===== src/rtl/register_file_read.sv =====
// 32-entry register file ($0 hardwired to zero) with A/B operand latches and write-to-read forwarding.
// Read_DataN is combinational, A_Out/B_Out have one cycle of latency; one write and two reads per cycle, never stalls.
module register_file_read #(
  parameter int DATA_WIDTH = 32,
  parameter int ADDR_WIDTH = 5
) (
  input  logic                  clk,
  input  logic                  reset,
  input  logic                  RegWrite,
  input  logic [ADDR_WIDTH-1:0] Write_Reg,
  input  logic [DATA_WIDTH-1:0] Write_Data,
  input  logic [ADDR_WIDTH-1:0] Read_Reg1,
  input  logic [ADDR_WIDTH-1:0] Read_Reg2,
  output logic [DATA_WIDTH-1:0] Read_Data1,
  output logic [DATA_WIDTH-1:0] Read_Data2,
  output logic [DATA_WIDTH-1:0] A_Out,
  output logic [DATA_WIDTH-1:0] B_Out
);

  localparam int NREGS = 1 << ADDR_WIDTH;

  logic [DATA_WIDTH-1:0] regs [NREGS];
  logic                  wr_en;
  logic                  fwd1;
  logic                  fwd2;

  // Writes to $0 are dropped here so entry 0 never leaves its reset value.
  assign wr_en = RegWrite && (Write_Reg != '0);
  assign fwd1  = wr_en && (Write_Reg == Read_Reg1);
  assign fwd2  = wr_en && (Write_Reg == Read_Reg2);

  assign Read_Data1 = (Read_Reg1 == '0) ? '0 : regs[Read_Reg1];
  assign Read_Data2 = (Read_Reg2 == '0) ? '0 : regs[Read_Reg2];

  always_ff @(posedge clk or posedge reset) begin
    if (reset) begin
      for (int i = 0; i < NREGS; i++) begin
        regs[i] <= '0;
      end
    end else if (wr_en) begin
      regs[Write_Reg] <= Write_Data;
    end
  end

  always_ff @(posedge clk or posedge reset) begin
    if (reset) begin
      A_Out <= '0;
      B_Out <= '0;
    end else begin
      A_Out <= fwd1 ? Write_Data : Read_Data1;
      B_Out <= fwd2 ? Write_Data : Read_Data2;
    end
  end

endmodule


===== config.mk =====
export PLATFORM = sky130hd
export DESIGN_NAME = register_file_read
export DESIGN_NICKNAME = d
export VERILOG_FILES = /design/src/rtl/register_file_read.sv
export SDC_FILE = /design/constraint.sdc
export NUM_CORES = 2
export LEC_CHECK = 0
export BUFFER_PORTS_ARGS = -buffer_cell sky130_fd_sc_hd__buf_2
export CAP_MARGIN = 25
export CORE_AREA = 2 2 275 481
export DETAILED_ROUTE_END_ITERATION = 12
export DIE_AREA = 0 0 277 483
export GPL_TIMING_DRIVEN = 0
export SLEW_MARGIN = 30
export SYNTH_ARGS = -nofsm -noshare
export SYNTH_HDL_FRONTEND = slang
export SYNTH_SLANG_ARGS = --single-unit

===== constraint.sdc =====
create_clock -name clk -period 76.2 [get_ports clk]
set_input_delay 3.81 -clock clk [delete_from_list [all_inputs] [get_ports clk]]
set_output_delay 3.81 -clock clk [all_outputs]
set_load 0.02 [all_outputs]

[After elaboration in Yosys (flattened, before gate mapping)]
Cells that the tools add are included.
Storage, ports and cells
  bits of input ports: 50
  bits in registers: 1088
  logic and storage cells: 63
Operators by class
  reduce and logical (&&, ||, !) cells: 7
  bitwise logic cells: 3
  mux-type cells: 13
  $lt $le $gt $ge: 4
  equality and inequality tests: 2
Operators with widths (count)
  1024-bit bitwise mux: 1
  32-bit binary-select mux with 5-bit select: 2
  32-bit 2-to-1 mux: 9
  32-bit demux with 5-bit select: 1
  6-bit greater-or-equal comparator, second input constant: 3
  5-bit NOT with 6-bit output: 3
  5-bit equality test: 2
  5-bit logical NOT: 2
  6-bit by 1-bit less-than comparator with 1-bit output, second input constant: 1
  5-bit nonzero test: 1
  1-bit logical AND: 4

[Longest topological paths before layout]
  depth in word-level cells: 6
  gate-level depth with buffers: 9
  depth with buffers taken out: 5

[Worst setup path after synthesis]
No wires, ideal clock.
  path type: input-to-output
  start: input port Read_Reg1[0]
  end: output port Read_Data1[24]
  required time: 72.390 ns
  arrival: 5.571 ns
  path buffers: 4
  slack: 66.819 ns
  stages on the path: 9
  cells stage by stage: buf_2 and2_1 buf_2 buf_6 buf_4 a22oi_1 a21oi_1 or4_1 a21oi_1
Between the ends
  word-level cells in the longest chain between the ends: 5
  elaborated cells on any way between the ends: 6
  classes of those cells: mux: 4; bitwise: 1; reduce/logical: 1
Ends and longest elaborated chain
  start: declaration: line 12  | input logic [ADDR_WIDTH-1:0] Read_Reg1,
  5-bit NOT with 6-bit output (implied by the code): line 32  | assign Read_Data1 = (Read_Reg1 == '0) ? '0 : regs[Read_Reg1];
  32-bit binary-select mux with 5-bit select: line 32
  32-bit 2-to-1 mux (implied by the code) (2 in series): line 32
  32-bit 2-to-1 mux *: line 32
  end: declaration: line 14  | output logic [DATA_WIDTH-1:0] Read_Data1,
Mark *: on every way between the ends. The rest lies on a longest branch, timed or not. The select of a mux whose other input is x is not followed.

[Final worst setup path]
  start: input port Read_Reg2[2]
  end: output port Read_Data2[11]
Between the ends
  word-level cells in the longest chain between the ends: 5
  elaborated cells on any way between the ends: 6
  classes of those cells: mux: 4; bitwise: 1; reduce/logical: 1
Ends and longest elaborated chain
  start: declaration: line 13  | input logic [ADDR_WIDTH-1:0] Read_Reg2,
  5-bit NOT with 6-bit output (implied by the code): line 33  | assign Read_Data2 = (Read_Reg2 == '0) ? '0 : regs[Read_Reg2];
  32-bit binary-select mux with 5-bit select: line 33
  32-bit 2-to-1 mux (implied by the code) (2 in series): line 33
  32-bit 2-to-1 mux *: line 33
  end: declaration: line 15  | output logic [DATA_WIDTH-1:0] Read_Data2,
Marked as above.

==> impl_results.md <==
- Outcome: finished clean
- Sequential cell area: around 27000 µm²
- Cells after Synth: between 4000 and 5000
- WL/cell: 38.4 µm
- Vias in the first global route: 43900
- YS warnings: 0
- Vias per cell: approximately 6.6
- DR pass1 iterations: 8
- Core Util, Final: a little over 50%
- CTS tree: yes
- Worst Hold Class: register to register
- RR Startpoint: regs[459]$_DFFE_PP0P_
- NetSw: 0.534 mW
- Initial antenna violation count: 44
- Layout cell share with drive strength beyond 1: 36.1%
- Bufs on Longest Clock Path: 3
- Clock latency on the worst-skew pair: ~0.75 ns
- Leak: just over 30 nW
- Internal: 1.18 mW
- Initial Util: between 40% and 50%
- Flop2flop setup slack: 73.57 ns
- VDD IR-drop max: roughly 0.000019 V
- Final net count: slightly below 5000
- Design area: 65400 µm²
- Worst Clk Skew: approximately 0.026 ns
- Routed vias: between 40000 and 50000
- Pin count of the biggest net entering global routing: approximately 90
- Max Cap Viol: 0
- Die height: about 480 µm
- Portion of netlist area occupied by mux cells: between 30% and 40%
- Cell Area, Synth: 58200 µm²
- Global-route usage over all layers: between 30 and 40%
- Crit path buffers/inverters: 4
- FF-to-FF End: B_Out[11]$_DFF_PP0_
- Post-Synth Simple-Gate Area: under 10%
- Crit path cell chain: buf_2 > nor2_1 > buf_2 > clkbuf_1 > a22oi_1 > a21oi_1 > nor4_1 > buf_2
- Compound-Gate Fraction of Synth Area: between 7 and 8%
- Slew Limit Headroom: between 20% and 30%
- Htree depth: 3
- Worst path top cell family by delay: buffers and inverters
- CP max stage delay: 0.90 ns
- Final period util: between 10% and 20%
- Routed Antenna Nets: 0
- Synth-to-layout area growth: 12.4%
- Post-layout min period: 11.15 ns
- TritonCTS Buffers: 106
- Crit path capture: Read_Data2[11]
- Sw frac: ~31%
- Clk pwr share: between 30% and 40%
- Instance count on the critical path: 8
- PortBufs: 168
- RSZ-0062 raised after global routing: false
- CTS sink cnt: roughly 1100
- Critical Path RT: 72.39 ns
- CP Capture Type: primary output
- #FFs+latches synth: 1088
- CP arrival: roughly 7.3 ns
- Slew @ Worst Pin: 1.13 ns
- Reg2reg path depth: 5
- Chip Width: 277 µm
- PwrDens: approximately 26 nW/µm²
- Gr ovfl total: 0
- Crit path top cell by count: buf_2
- Setup crit start: Read_Reg2[2]
- Syn nets: around 4600
- Root buffer cell: clkbuf_16
- Iter 0 DRT Violations: 4702
- Routability cong.: approximately 1.0
- Clock transition at path regs: about 0.06 ns
- DRC: 0
- WS Path Type: input port to primary output
- Final HPWL DP: between 150000 and 200000 µm
- Worst setup SP type: input port
- DIE AREA: around 130000 µm²
- Final Hold Viols: 0
- Largest family of logic cells by synthesized area: multiplexers
- Core box area: about 130000 µm²
- Total Wirelength: 255000 µm
- Critical Path Fanout Max: 10
- Postcts setup bufs: 0
- Register area share after synthesis: a little under half
- Adder-Cell Fraction of Synth Area: 0%
- Unique masters post-synth: 41
- Logic pwr share: approximately 22%
- Crit path max-delay cell type: nor4_1
- FILL cells: 11600
- Sequential share of power: 44.5%
- Max-slew violations: 0
- Std-Cell Rows: around 180
- Cts hold-fix bufs: 0
- Post-DP Area: approximately 60000 µm²
- Mapped Avg Cell Area: approximately 13 µm²
- CTS resizes: 0
- I/O Pins: 178
- Multi-input gate area: roughly 29000 µm²
- First-pass GRT wire length: about 350000 µm
- Final setup TNS: 0 ns
- Post-synthesis xor/xnor area fraction: 0.151%
- Achievable frequency: between 80 and 90 MHz
- Setup violators final: 0
-- per-layer routing --
layer  GRT usage, %  routed length [µm]  up-vias  part of all wire, %
met2           58.9              116000     2436                   46
met3           8.67               20400      872                  8.0
met1           41.8               87400    22800                   34
met4           37.4               30500       22                   12
met5              0                 139        -                0.055
li1               -                   -    17600                    -
-- synth_stat cells --
cell         n  area (µm²)
and4_1       2        17.5
buf_1       53         199
a21oi_1    240        1200
nand4b_1     3        26.3
nand3b_1     4        30.0
or2_2        2        12.5
nand2b_1     4        25.0
and3_1       1        6.26
nor2b_1     12        75.1
a311oi_1     1        8.76
and2_1       2        12.5
buf_6       19         214
nand3_1      2        10.0
nor3_2       1        10.0
mux2_2    1000       11300
nor4_2       1        12.5
mux4_2     128        2880
a31oi_1      7        43.8
buf_4       59         443
nor3_1       3        15.0
or4_1       56         420
inv_1        1        3.75
a21boi_0     1        7.51
nor2_1      19        71.3
clkbuf_1   199         747
a211oi_1     8        60.1
xnor2_1      4        35.0
mux2i_1    824        8250
nor3b_1      3        22.5
nand4_1      3        18.8
buf_2      156         781
dfrtp_1   1088       27200
nor4_1       7        43.8
clkbuf_4     2        15.0
or3_1        2        12.5
o21ai_1     56         280
nor4b_4      1        23.8
nand2_1    186         698
a22oi_1    384        2880
and3b_1      1        8.76
xor2_1       6        52.6
-- worst min path at each step --
| stage | start | endpoint | cells past startpoint |
|---|---|---|---|
| floorplan | regs[1000]$_DFFE_PP0P_ | regs[1000]$_DFFE_PP0P_ | 1 |
| global placement | regs[999]$_DFFE_PP0P_ | regs[999]$_DFFE_PP0P_ | 1 |
| detailed placement | regs[1023]$_DFFE_PP0P_ | regs[1023]$_DFFE_PP0P_ | 1 |
| CTS | regs[1002]$_DFFE_PP0P_ | regs[1002]$_DFFE_PP0P_ | 1 |
| global route | regs[1018]$_DFFE_PP0P_ | regs[1018]$_DFFE_PP0P_ | 1 |
| finish | regs[1014]$_DFFE_PP0P_ | regs[1014]$_DFFE_PP0P_ | 1 |
-- cell families (layout without fill, tap and decap cells) --
| logic type | after synthesis | after routing |
|---|---|---|
| other | 0 | 21 |
| muxes | 1952 | 1952 |
| AOI/OAI and AO/OA | 697 | 697 |
| DFF | 1088 | 1088 |
| xor gates and xnor gates | 10 | 10 |
| and+or+nand+nor | 315 | 315 |
| buffers and inverters | 489 | 868 |
-- state kept, by name, indices dropped and copies added, names as in the netlist --
signal and cells:
regs 1024, A_Out 32, B_Out 32
-- power groups by stage --
stage | registers [mW] | logic, mW | clock network [mW]
3_5_place_dp | 0.771 | 0.375 | 0
4_1_cts | 0.761 | 0.376 | 0.570
2_1_floorplan | 0.756 | 0.255 | 0
5_1_grt | 0.776 | 0.403 | 0.593
3_3_place_gp | 0.767 | 0.365 | 0
6_report | 0.765 | 0.385 | 0.569
-- placed cells by master (no fill, tap or decap), drive strengths merged, types with 2 or more instances in the layout --
| master | count |
|---|---|
| xor2 | 6 |
| nor2b | 12 |
| and4 | 2 |
| mux4 | 128 |
| bufinv | 12 |
| mux2i | 824 |
| or4 | 56 |
| nand4 | 3 |
| nand3b | 4 |
| nand2 | 186 |
| a31oi | 7 |
| nor3b | 3 |
| diode | 21 |
| buf | 468 |
| nor3 | 4 |
| clkbuf | 354 |
| or3 | 2 |
| clkinvlp | 6 |
| nor2 | 19 |
| mux2 | 1000 |
| clkinv | 26 |
| nand3 | 2 |
| a211oi | 8 |
| or2 | 2 |
| and2 | 2 |
| xnor2 | 4 |
| nand4b | 3 |
| nor4 | 8 |
| o21ai | 56 |
| dfrtp | 1088 |
| a22oi | 384 |
| a21oi | 240 |
| nand2b | 4 |
| inv | 2 |
-- area by class of cell --
type | instances | share of cell area [%]
Multi-Input combinational cell | 2974 | 43.7
Inverter | 1 | 0.0172
Clock buffer | 148 | 4.74
Tap cell | 1681 | 3.22
Antenna cell | 21 | 0.0804
Sequential cell | 1088 | 41.7
Buffer | 488 | 3.74
Timing Repair Buffer | 186 | 1.98
Clock inverter | 45 | 0.833
-- metrics by stage --
step	worst slack [ns]	hold WS, ns	std cells	total power [mW]
finish	65.05	0.482	6632	1.72
global route	65.24	0.502	6617	1.77
CTS	65.28	0.481	6607	1.71
detailed placement	65.29	0.465	6414	1.15
global placement	28.57	0.452	6400	1.13
floorplan	41.76	0.441	4551	1.01
Power figures use the tool's default switching activity.
